--- src/rtl/softreg_ctrl.sv ---
// softreg_ctrl: SoftReg front end and PageRank round sequencer.
//
// Decodes SoftReg writes into the graph parameter bank and, on a DONE_READ_PARAMS
// write, runs N_ROUNDS rounds: one round_start pulse per round, waiting for the
// engine's round_done between rounds. Rank buffers ping-pong on round_idx parity.
// Reads answer one cycle after the request, except DONE_ALL, which is held as a
// single pending read until the run reaches DONE.
//
// Ports:
//   clk, rst                      clock, synchronous active-high reset
//   softreg_req_*                 request strobe, direction, address, write data
//   softreg_resp_valid/_data      registered read response
//   n_vert, n_inedges, vaddr,
//   ieaddr                        latched graph parameters
//   rank_rd_addr, rank_wr_addr    ping-pong rank buffer bases for this round
//   round_idx                     rounds completed in the current run
//   round_start / round_done      round launch pulse / engine completion pulse
//   running, done_all             run in progress / run finished
//
// The address map mirrors constants.v.
module softreg_ctrl #(
  parameter int unsigned ROUND_W = 32
) (
  input  logic               clk,
  input  logic               rst,
  input  logic               softreg_req_valid,
  input  logic               softreg_req_isWrite,
  input  logic [31:0]        softreg_req_addr,
  input  logic [63:0]        softreg_req_data,
  output logic               softreg_resp_valid,
  output logic [63:0]        softreg_resp_data,
  output logic [63:0]        n_vert,
  output logic [63:0]        n_inedges,
  output logic [63:0]        vaddr,
  output logic [63:0]        ieaddr,
  output logic [63:0]        rank_rd_addr,
  output logic [63:0]        rank_wr_addr,
  output logic [ROUND_W-1:0] round_idx,
  output logic               round_start,
  input  logic               round_done,
  output logic               running,
  output logic               done_all
);

  localparam logic [31:0] AddrNVert      = 32'h00;
  localparam logic [31:0] AddrNInedges   = 32'h08;
  localparam logic [31:0] AddrVaddr      = 32'h10;
  localparam logic [31:0] AddrIeaddr     = 32'h18;
  localparam logic [31:0] AddrWriteAddr0 = 32'h20;
  localparam logic [31:0] AddrWriteAddr1 = 32'h28;
  localparam logic [31:0] AddrNRounds    = 32'h30;
  localparam logic [31:0] AddrDoneParams = 32'h38;
  localparam logic [31:0] AddrDoneAll    = 32'h40;

  typedef enum logic [1:0] {StIdle, StStart, StWait, StDone} state_e;

  state_e               state_q, state_d;
  logic [63:0]          n_vert_q, n_vert_d;
  logic [63:0]          n_inedges_q, n_inedges_d;
  logic [63:0]          vaddr_q, vaddr_d;
  logic [63:0]          ieaddr_q, ieaddr_d;
  logic [63:0]          waddr0_q, waddr0_d;
  logic [63:0]          waddr1_q, waddr1_d;
  logic [ROUND_W-1:0]   n_rounds_q, n_rounds_d;
  logic [ROUND_W-1:0]   round_idx_q, round_idx_d;
  logic                 pending_q, pending_d;
  logic                 resp_valid_q, resp_valid_d;
  logic [63:0]          resp_data_q, resp_data_d;
  logic                 round_start_q, round_start_d;
  logic                 running_q, running_d;
  logic                 done_all_q, done_all_d;

  logic                 wr_req, rd_req, cfg_open;
  logic [ROUND_W-1:0]   round_inc;
  logic [63:0]          rd_mux;

  assign wr_req    = softreg_req_valid && softreg_req_isWrite;
  assign rd_req    = softreg_req_valid && !softreg_req_isWrite;
  assign cfg_open  = (state_q == StIdle) || (state_q == StDone);
  assign round_inc = round_idx_q + ROUND_W'(1);

  always_comb begin
    rd_mux = '0;
    case (softreg_req_addr)
      AddrNVert:      rd_mux = n_vert_q;
      AddrNInedges:   rd_mux = n_inedges_q;
      AddrVaddr:      rd_mux = vaddr_q;
      AddrIeaddr:     rd_mux = ieaddr_q;
      AddrWriteAddr0: rd_mux = waddr0_q;
      AddrWriteAddr1: rd_mux = waddr1_q;
      AddrNRounds:    rd_mux = 64'(n_rounds_q);
      default:        rd_mux = '0;
    endcase
  end

  always_comb begin
    state_d      = state_q;
    n_vert_d     = n_vert_q;
    n_inedges_d  = n_inedges_q;
    vaddr_d      = vaddr_q;
    ieaddr_d     = ieaddr_q;
    waddr0_d     = waddr0_q;
    waddr1_d     = waddr1_q;
    n_rounds_d   = n_rounds_q;
    round_idx_d  = round_idx_q;
    pending_d    = pending_q;
    resp_valid_d = 1'b0;
    resp_data_d  = resp_data_q;

    // Parameter bank and run launch; writes during a run are dropped.
    if (wr_req && cfg_open) begin
      case (softreg_req_addr)
        AddrNVert:      n_vert_d    = softreg_req_data;
        AddrNInedges:   n_inedges_d = softreg_req_data;
        AddrVaddr:      vaddr_d     = softreg_req_data;
        AddrIeaddr:     ieaddr_d    = softreg_req_data;
        AddrWriteAddr0: waddr0_d    = softreg_req_data;
        AddrWriteAddr1: waddr1_d    = softreg_req_data;
        AddrNRounds:    n_rounds_d  = softreg_req_data[ROUND_W-1:0];
        AddrDoneParams: begin
          round_idx_d = '0;
          state_d     = (n_rounds_q == '0) ? StDone : StStart;
        end
        default: ;
      endcase
    end

    case (state_q)
      StStart: state_d = StWait;
      StWait: begin
        if (round_done) begin
          round_idx_d = round_inc;
          state_d     = (round_inc == n_rounds_q) ? StDone : StStart;
        end
      end
      default: ;
    endcase

    // A pending DONE_ALL read blocks all other reads until it is answered.
    if (pending_q) begin
      if (state_q == StDone) begin
        resp_valid_d = 1'b1;
        resp_data_d  = 64'(round_idx_q);
        pending_d    = 1'b0;
      end
    end else if (rd_req) begin
      if (softreg_req_addr == AddrDoneAll) begin
        if (state_q == StDone) begin
          resp_valid_d = 1'b1;
          resp_data_d  = 64'(round_idx_q);
        end else begin
          pending_d = 1'b1;
        end
      end else begin
        resp_valid_d = 1'b1;
        resp_data_d  = rd_mux;
      end
    end

    round_start_d = (state_d == StStart);
    running_d     = (state_d == StStart) || (state_d == StWait);
    done_all_d    = (state_d == StDone);
  end

  always_ff @(posedge clk) begin
    if (rst) begin
      state_q       <= StIdle;
      n_vert_q      <= '0;
      n_inedges_q   <= '0;
      vaddr_q       <= '0;
      ieaddr_q      <= '0;
      waddr0_q      <= '0;
      waddr1_q      <= '0;
      n_rounds_q    <= '0;
      round_idx_q   <= '0;
      pending_q     <= 1'b0;
      resp_valid_q  <= 1'b0;
      resp_data_q   <= '0;
      round_start_q <= 1'b0;
      running_q     <= 1'b0;
      done_all_q    <= 1'b0;
    end else begin
      state_q       <= state_d;
      n_vert_q      <= n_vert_d;
      n_inedges_q   <= n_inedges_d;
      vaddr_q       <= vaddr_d;
      ieaddr_q      <= ieaddr_d;
      waddr0_q      <= waddr0_d;
      waddr1_q      <= waddr1_d;
      n_rounds_q    <= n_rounds_d;
      round_idx_q   <= round_idx_d;
      pending_q     <= pending_d;
      resp_valid_q  <= resp_valid_d;
      resp_data_q   <= resp_data_d;
      round_start_q <= round_start_d;
      running_q     <= running_d;
      done_all_q    <= done_all_d;
    end
  end

  assign softreg_resp_valid = resp_valid_q;
  assign softreg_resp_data  = resp_data_q;
  assign n_vert             = n_vert_q;
  assign n_inedges          = n_inedges_q;
  assign vaddr              = vaddr_q;
  assign ieaddr             = ieaddr_q;
  assign rank_rd_addr       = round_idx_q[0] ? waddr1_q : waddr0_q;
  assign rank_wr_addr       = round_idx_q[0] ? waddr0_q : waddr1_q;
  assign round_idx          = round_idx_q;
  assign round_start        = round_start_q;
  assign running            = running_q;
  assign done_all           = done_all_q;

endmodule
--- config.mk ---
export PLATFORM = sky130hd
export DESIGN_NAME = softreg_ctrl
export DESIGN_NICKNAME = d
export VERILOG_FILES = /design/src/rtl/softreg_ctrl.sv
export SDC_FILE = /design/constraint.sdc
export NUM_CORES = 1
export LEC_CHECK = 0
export BUFFER_PORTS_ARGS = -buffer_cell sky130_fd_sc_hd__buf_2
export CAP_MARGIN = 10
export CORE_AREA = 2 2 228 230
export CTS_CLUSTER_DIAMETER = 80
export DETAILED_ROUTE_END_ITERATION = 10
export DIE_AREA = 0 0 230 232
export PLACE_DENSITY = 0.72
export SYNTH_ARGS = -nofsm -noshare
export SYNTH_HDL_FRONTEND = slang
export SYNTH_SLANG_ARGS = --single-unit
--- constraint.sdc ---
create_clock -name clk -period 4 [get_ports clk]
set_clock_uncertainty 0.1 [all_clocks]
set_input_delay 0.4 -clock clk [delete_from_list [all_inputs] [get_ports clk]]
set_output_delay 0.4 -clock clk [all_outputs]
set_load 0.1 [all_outputs]
; Yosys cells after proc, flatten, opt, wreduce, memory -nomap -nowiden
; Index checks and enable logic that the tools add are counted.
[classes]
add_sub_neg = 1
muxes = 25
n_reduce_logical = 17
eq_ne = 15
[op_table]
columns = operator, n
row1 = $pmux 64 s7, 1
row2 = $mux 64, 6
row3 = $eq 32x6->1 const B, 4
row4 = $mux 32, 4
row5 = $eq 32x5->1 const B, 2
row6 = $logic_not 32->1, 2
row7 = $add 32x1->32 const B, 1
row8 = $eq 32x32->1, 1
row9 = $eq 32x4->1 const B, 1
row10 = $eq 32x7->1 const B, 1
row11 = $reduce_and 2->1, 7
row12 = $mux 2, 5
row13 = $eq 2x2->1 const B, 4
row14 = $mux 1, 8
row15 = $eq 2x1->1 const B, 2
row16 = $pmux 2 s2, 1
row17 = $logic_and 1x1->1, 3
row18 = $logic_not 2->1, 1
row19 = $logic_or 1x1->1, 2
row20 = $reduce_bool 2->1, 1
row21 = $logic_not 1->1, 1
[word_totals]
wordCells = 73
in_bits = 101
register_bits = 519

; Logic depth before layout (Yosys ltp)
; Gate-level depths: netlist (run 1).
[depth]
depth_word = 8
ltp_mapped = 11
ltp_nobuf = 11

; Least setup slack after synthesis (run 1)
; No wires, ideal clock.
[synth_path]
path_kind = flip-flop to flip-flop
start = register round_idx_q[1] (netlist: round_idx[1])
end = register running_q (netlist: running)
synth_period_minus_slack_ns = 3.575
required_ns = 3.772
path_slack_ns = 0.425
t_arrival_ns = 3.347
path_stages_with_launch = 12
n_path_buf = 1
cell_sequence = dfxtp_1 -> ha_1 -> and3_1 -> buf_2 -> nand3_4 -> or3_4 -> o31ai_2 -> nand4b_1 -> nor4_4 -> a31o_1 -> ha_1 -> nor2b_1
[synth_via]
elab_chain_cells = 7
word_cells_on_any_way = 8
cone_classes = add/sub: 1 / eq/ne: 3 / mux: 3 / reduce/logical: 1
[synth_lines]
columns = element, line
row1 = "start, declared", 65  ; logic [ROUND_W-1:0] round_idx_q, round_idx_d;
row2 = "start signal, assigned", 191  ; round_idx_q <= round_idx_d;
row3 = $add 32x1->32 (*), 80  ; assign round_inc = round_idx_q + ROUND_W'(1);
row4 = $eq 32x32->1 (*), 133  ; state_d = (round_inc == n_rounds_q) ? StDone : StStart;
row5 = $mux 2 (*), 133
row6 = $mux 2 (*), 131  ; if (round_done) begin
row7 = $pmux 2 s2 (*), 128  ; case (state_q)
row8 = $eq 2x1->1 / $eq 2x2->1 (equally long branches), 161  ; running_d = (state_d == StStart) || (state_d == StWait);
row9 = $logic_or 1x1->1 (*), 161
row10 = net running_d, 70  ; logic running_q, running_d;
row11 = "end signal, assigned", 196  ; running_q <= running_d;
row12 = "end, declared", 70
; The timed path passes the listed nets; every way through them passes the cells marked *.
; A chain may end at the register's enable or synchronous reset.

; Final worst setup path (run 1)
[layout_path]
start = register round_idx_q[0] (netlist: round_idx[0])
end = output rank_wr_addr[44]
[layout_via]
elab_chain_cells = 1
[layout_lines]
columns = element, line
row1 = $mux 64, 208  ; assign rank_wr_addr = round_idx_q[0] ? waddr0_q : waddr1_q;
row2 = "end, declared", 37  ; output logic [63:0] rank_wr_addr,
; Every way passes these cells.

==> summary.md, run 1 <==
| Metric | Value |
|---|---|
| FF-to-FF Start | round_idx[0]$_SDFF_PP0_ |
| Clock sinks | 519 |
| Placer Congestion | 0.989 |
| Fillers | 4622 |
| Area contributors post-synth | dfxtp_1 (43%), nand2_1 (14%), a21oi_1 (9.4%), mux2_2 (7.5%), mux2i_1 (2.7%) |
| Placed standard-cell area | 27400 um2 |
| PwrDens | 360 nW/um2 |
| Inst Count DP | 4042 |
| Commonest non-fill, non-tap cell in the layout | nand2_1 |
| H-tree Lvls | 2 |
| Initial DRC count | 3055 |
| Largest net degree at the start of global routing | 190 |
| Min-delay src | softreg_req_data[39] |
| Final Hold Viols | 0 |
| Final setup violation count | 0 |
| Yosys warnings | 0 |
| Antenna violations before repair | 7 |
| Critical Path End Type | output port |
| Worst-path maximum fanout | 65 |
| Root buffer cell | clkbuf_16 |
| Routed via count | 25700 |
| Hold worst-path end | n_vert[39]$_SDFFE_PP0P_ |
| Yosys cell types | 67 |
| Crit path kind | reg -> out |
| Sequential share of the synthesized area | 0.430 |
| Finished Layout Cells | 4198 |
| Core box area | 50900 um2 |
| DRT Pass-1 Iters | 10 |
| Area occupied by multi-input gates | 12700 um2 |
| Worst Path Arrival | 3.14 ns |
| Most used DFF post-synth | dfxtp_1 |
| Mapped Area | 24200 um2 |
| Reg2reg end | running$_SDFF_PP0_ |
| Total power | 10.7 mW |
| Most frequent cells in the layout | nand2_1 (922), buf_2 (582), dfxtp_1 (518), a21oi_1 (455), mux2_2 (161) |
| RSZ-0062 raised after global routing | no |
| Worst r2r path cells | 10 |
| VDD IR-drop max | 312 uV |
| Chip Height | 232 um |
| Worst-path clk slew | 0.06 ns |
| Area Overhead vs Synth | 23.2% |
| Share of the synthesized area in the top cell type | 0.430 |
| Nets | 3579 |
| Drt wl/cell | 24.0 um |
| DRC viols | 0 |
| Tightest Pin Transition | 1.07 ns |
| Post-Synthesis Cells | 2977 |
| Req. time, crit path | 3.50 ns |
| GRT overflow | 0 |
| I/O pin count | 585 |
| Row count | 83 |
| TritonCTS buffer count | 54 |
| Leak pwr | 11.9 nW |
| Yosys reg bits | 519 |
| Startpoint type of the worst setup path | flop |
| Most area-hungry cell type in the Yosys netlist | dfxtp_1 |
| Final HPWL DP | 65.8 mm |
| Final ANT Viol Nets | 0 |
| Hold Crit Class | in -> reg |
| Area of the die | 53400 um2 |
| Asr flop ratio synth | 0 |
| Average cell area after synthesis | 8.12 um2 |
| Slew Limit Fails | 0 |
| Total GRT Usage | 0.359 |
| Internal reg-to-reg setup slack | 0.66 ns |
| Initial Util | 0.475 |
| CTS tree | built |
| Syn_nets | 3084 |
| Share of cells above drive strength 1 | 0.262 |
| Vias in the first global route | 23500 |
| Vias per cell | 6.13 |
| Hold Crit Depth | 3 |
| Status | completed |
| Slew margin rel. | 0.286 |
| Fin crit share | 0.910 |
| Hold slack | 0.0177 ns |
| Final min period | 3.64 ns |
| PortBufs | 584 |
| Worst skew pair latency | 0.62 ns |
| Final WL | 101 mm |
| Fmax | 275 MHz |
| First-pass GRT wire length | 147 mm |
| # Max-Cap Violations | 0 |
| Setup Total Neg Slack | 0 ns |
| EDFF count, synth | 0 |
| Clk buf depth | 3 |
| Register area | 10400 um2 |
| Design area | 29800 um2 |
| Die boundary width | 230 um |
cell families after synthesis:
| family | count (synthesis) | synth area share |
|---|---|---|
| AOI/OAI and AO/OA | 755 | 0.194 |
| xor gates and xnor gates | 45 | 0.0163 |
| adders and majority gates | 6 | 0.00311 |
| buffers and inverters | 260 | 0.0491 |
| DFF | 519 | 0.430 |
| muxes | 227 | 0.102 |
| and+or+nand+nor | 1165 | 0.205 |
metal layers:
metal	share of wire	GRT usage	wire, um
met5	0.00039	0	39
met4	0.051	0.176	5130
met3	0.12	0.0802	11800
met2	0.46	0.572	45900
met1	0.38	0.459	38100
per-stage QoR:
step | setup WS (ns) | utilization
finish | 0.361 | 0.585
CTS | 0.105 | 0.585
floorplan | 0.425 | -
detailed placement | 0.669 | 0.538
global route | 0.247 | 0.585
global placement | 0.703 | 0.538
layout make-up:
type,count,share of cell area
multi-input combinational,2198,0.426
sequential,519,0.349
timing repair buffer,688,0.133
clock buffer,85,0.0562
tap,680,0.0286
clock inverter,13,0.00509
inverter,11,0.00139
antenna,4,0.000336
synth_stat cells (3+ instances only):
cell type	count
nand2_1	926
dfxtp_1	519
a21oi_1	455
mux2_2	161
clkbuf_1	141
buf_2	79
mux2i_1	66
a22oi_1	65
nand3_1	55
nor2_1	38
o21ai_0	35
o211ai_1	33
a221oi_1	32
a222oi_1	32
a22o_1	32
xnor2_1	31
a32o_1	30
nor4_1	24
nand4_1	18
buf_4	16
nor3_1	16
and2_1	15
xor2_1	14
a31oi_1	13
or3_1	12
and3_1	11
inv_1	11
and4_1	8
buf_6	7
a211oi_1	6
buf_1	6
ha_1	6
nor2b_1	5
nor3_2	5
a311oi_1	4
nand4_2	4
nand4b_1	4
or4_1	4
nor3_4	3
sequential cells by signal, summed over array words and instances (netlist names):
signal and count:
waddr1_q 64, round_start 1, n_rounds_q 32, n_inedges 64
running 1, done_all 1, softreg_resp_valid 1, ieaddr 64
round_idx 32, softreg_resp_data 64, vaddr 64, state_q 2
n_vert 64, waddr0_q 64, pending_q 1
worst max-delay path, cell delays in order (launching register included):
cell,delay [ns]
dfxtp_4,0.46
buf_4,0.68
buf_6,0.58
mux2_2,0.27
buf_2,0.43
report_power, final:
group / internal, mW / total [mW] / switching (mW)
registers: 5.17 / 5.17 / 0.000447
clock network: 3.05 / 5.20 / 2.15
logic: 0.103 / 0.346 / 0.243
total: 8.32 / 10.7 / 2.40
worst max path at each step:
stage | from | end | slack, ns | cells past startpoint
after detailed placement | softreg_req_addr[17] | n_inedges[63]$_SDFFE_PP0P_ | 0.67 | 9
after global placement | softreg_req_addr[17] | ieaddr[7]$_SDFFE_PP0P_ | 0.70 | 8
after CTS | round_idx[0]$_SDFF_PP0_ | rank_wr_addr[44] | 0.10 | 4
after floorplan | round_idx[1]$_SDFF_PP0_ | running$_SDFF_PP0_ | 0.42 | 11
after global routing | round_idx[0]$_SDFF_PP0_ | rank_wr_addr[42] | 0.25 | 4
final | round_idx[0]$_SDFF_PP0_ | rank_wr_addr[44] | 0.36 | 4
what timing repair did:
item,in CTS,in global routing
setup buffers,0,0
hold endpoints to repair,316,0
resized for setup,0,1
hold buffers,54,0
setup endpoints to repair,0,36
Note: power is estimated with default switching activity, not from simulation.
==> inputs of run 2 (changes only) <==
--- a/config.mk
+++ b/config.mk
@@ -7,11 +7,10 @@
 export LEC_CHECK = 0
 export BUFFER_PORTS_ARGS = -buffer_cell sky130_fd_sc_hd__buf_2
 export CAP_MARGIN = 10
-export CORE_AREA = 2 2 228 230
+export CORE_MARGIN = 2
+export CORE_UTILIZATION = 40
 export CTS_CLUSTER_DIAMETER = 80
 export DETAILED_ROUTE_END_ITERATION = 10
-export DIE_AREA = 0 0 230 232
-export PLACE_DENSITY = 0.72
 export SYNTH_ARGS = -nofsm -noshare
 export SYNTH_HDL_FRONTEND = slang
 export SYNTH_SLANG_ARGS = --single-unit
==> run 2 against run 1 <==
Compared with the run above: fmax grew 7.9%; highest routed layer unchanged; largest power group unchanged; die area up 17%; global-route usage fell by 3.8 points; utilization fell by 8.1 points; register-to-register slack worse by 0.03 ns; setup slack improved by 0.27 ns; cell area grew 1.7%; sequential share of layout area shrank 0.58 points; clock-buffer cell count increased by 1; sequential power hardly changed; combinational power up 2%.
==> summary.md, run 2 (synthesis results as in run 1) <==
| Metric | Value |
|---|---|
| Status | completed (unchanged) |
| Core box area | 60000 um2 (was 50900 um2) |
| Nets | 3601 (was 3579) |
| Fin crit share | 0.843 (was 0.910) |
| Largest net degree at the start of global routing | 167 (was 190) |
| Routed via count | 25100 (was 25700) |
| # Max-Cap Violations | 0 (unchanged) |
| RSZ-0062 raised after global routing | no (unchanged) |
| Clk buf depth | 3 (unchanged) |
| Setup Total Neg Slack | 0 ns (unchanged) |
| Tightest Pin Transition | 1.11 ns (was 1.07 ns) |
| Fmax | 297 MHz (was 275 MHz) |
| Hold slack | 0.0374 ns (was 0.0177 ns) |
| Commonest non-fill, non-tap cell in the layout | nand2_1 (unchanged) |
| PortBufs | 584 (unchanged) |
| Worst-path maximum fanout | 17 (was 65) |
| Initial Util | 0.403 (was 0.475) |
| Drt wl/cell | 24.3 um (was 24.0 um) |
| Area Overhead vs Synth | 25.3% (was 23.2%) |
| Placed standard-cell area | 27800 um2 (was 27400 um2) |
| Total GRT Usage | 0.321 (was 0.359) |
| CTS tree | built (unchanged) |
| Startpoint type of the worst setup path | flop (unchanged) |
| DRT Pass-1 Iters | 7 (was 10) |
| Slew margin rel. | 0.261 (was 0.286) |
| Place WS | 0.640 ns (was 0.669 ns) |
| Leak pwr | 12.1 nW (was 11.9 nW) |
| I/O pin count | 585 (unchanged) |
| Root buffer cell | clkbuf_16 (unchanged) |
| DRC viols | 0 (unchanged) |
| Vias per cell | 5.80 (was 6.13) |
| Worst-path clk slew | 0.06 ns (about the same) |
| PwrDens | 359 nW/um2 (was 360 nW/um2) |
| Design area | 30300 um2 (was 29800 um2) |
| Antenna violations before repair | 6 (was 7) |
| Final Hold Viols | 0 (unchanged) |
| Clock sinks | 519 (unchanged) |
| Area of the die | 62400 um2 (was 53400 um2) |
| Chip Height | 250 um (was 232 um) |
| Share of cells above drive strength 1 | 0.264 (was 0.262) |
| Final HPWL DP | 68.7 mm (was 65.8 mm) |
| TritonCTS buffer count | 56 (was 54) |
| Req. time, crit path | 4.37 ns (was 3.50 ns) |
| GRT overflow | 0 (unchanged) |
| Final ANT Viol Nets | 0 (unchanged) |
| Final min period | 3.37 ns (was 3.64 ns) |
| Slew Limit Fails | 0 (unchanged) |
| Hold Crit Depth | 3 (unchanged) |
| Crit path kind | reg -> reg (was reg -> out) |
| Worst r2r path cells | 10 (unchanged) |
| H-tree Lvls | 2 (unchanged) |
| VDD IR-drop max | 306 uV (was 312 uV) |
| Setup Fix Bufs, Post-CTS | 0 (unchanged) |
| Row count | 90 (was 83) |
| First-pass GRT wire length | 153 mm (was 147 mm) |
| Final WL | 105 mm (was 101 mm) |
| Worst Slack Setup Final | 0.629 ns (was 0.361 ns) |
| Die boundary width | 250 um (was 230 um) |
| Initial DRC count | 2699 (was 3055) |
| Final setup violation count | 0 (unchanged) |
| Worst skew pair latency | 0.63 ns (was 0.62 ns) |
| Hold Crit Class | in -> reg (unchanged) |
| Vias in the first global route | 23500 (about the same) |
| Critical Path End Type | flop (was output port) |
| Placer Congestion | 0.956 (was 0.989) |
| Most frequent cells in the layout | nand2_1 (922), buf_2 (582), dfxtp_1 (518), a21oi_1 (455), mux2_2 (161) (unchanged) |
| Worst Path Arrival | 3.75 ns (was 3.14 ns) |
==> run 2: final cells by class <==
cell class | instances | area [um2]
fillers | 5828 | 29800
multi-input cells | 2198 | 12700
flip-flops and latches | 519 | 10400
repair buffers | 708 | 4300
clock buffers | 86 | 1720
well taps | 782 | 978
clock inverters | 11 | 140
inverters | 11 | 41.3
diodes | 3 | 7.51
==> run 2: metrics by stage <==
step | instances | utilization | power [mW]
after detailed placement | 4156 | 0.463 | 5.58
after floorplan | 2977 | - | 5.41
after global placement | 4156 | 0.463 | 5.58
after CTS | 4315 | 0.504 | 10.9
final | 4318 | 0.504 | 10.9
after global routing | 4316 | 0.504 | 11.1
==> run 2: per-layer routing <==
metal	vias to the layer above	global-route usage	part of all wire
met5	-	0	0.00038
met4	6	0.134	0.040
met3	223	0.0736	0.096
met2	1323	0.514	0.46
met1	12000	0.415	0.40
li1	11500	-	-
==> run 2: final timing paths <==
| kind | start | slack (ns) | end |
|---|---|---|---|
| max | round_idx[0]$_SDFF_PP0_ | 0.63 | running$_SDFF_PP0_ |
| min | softreg_req_data[12] | 0.04 | waddr0_q[12]$_SDFFE_PP0P_ |
| max reg2reg | round_idx[0]$_SDFF_PP0_ | 0.63 | running$_SDFF_PP0_ |
| min reg2reg | ieaddr[24]$_SDFFE_PP0P_ | 0.37 | ieaddr[24]$_SDFFE_PP0P_ |
==> run 2: power breakdown <==
group	total [mW]	internal, mW	leakage [nW]	switching [mW]
logic	0.352	0.108	6.97	0.244
clock network	5.35	3.12	0.915	2.22
registers	5.17	5.17	4.18	0.000605
total	10.9	8.40	12.1	2.47
==> run 2: what timing repair did <==
item | 4_1_cts | 5_1_grt
hold buffers | 62 | 0
hold endpoints to repair | 366 | 0
resized for setup | 0 | 0
==> run 2: critical path: stages, from the launching register on <==
cell and delay (ns):
dfxtp_4 0.49, ha_1 0.31, and3_1 0.48, and2_0 0.40, nand2_1 0.19, xnor2_1 0.19
nand4_1 0.17, nor4_4 0.35, a31o_1 0.20, ha_1 0.22, nor2b_1 0.13
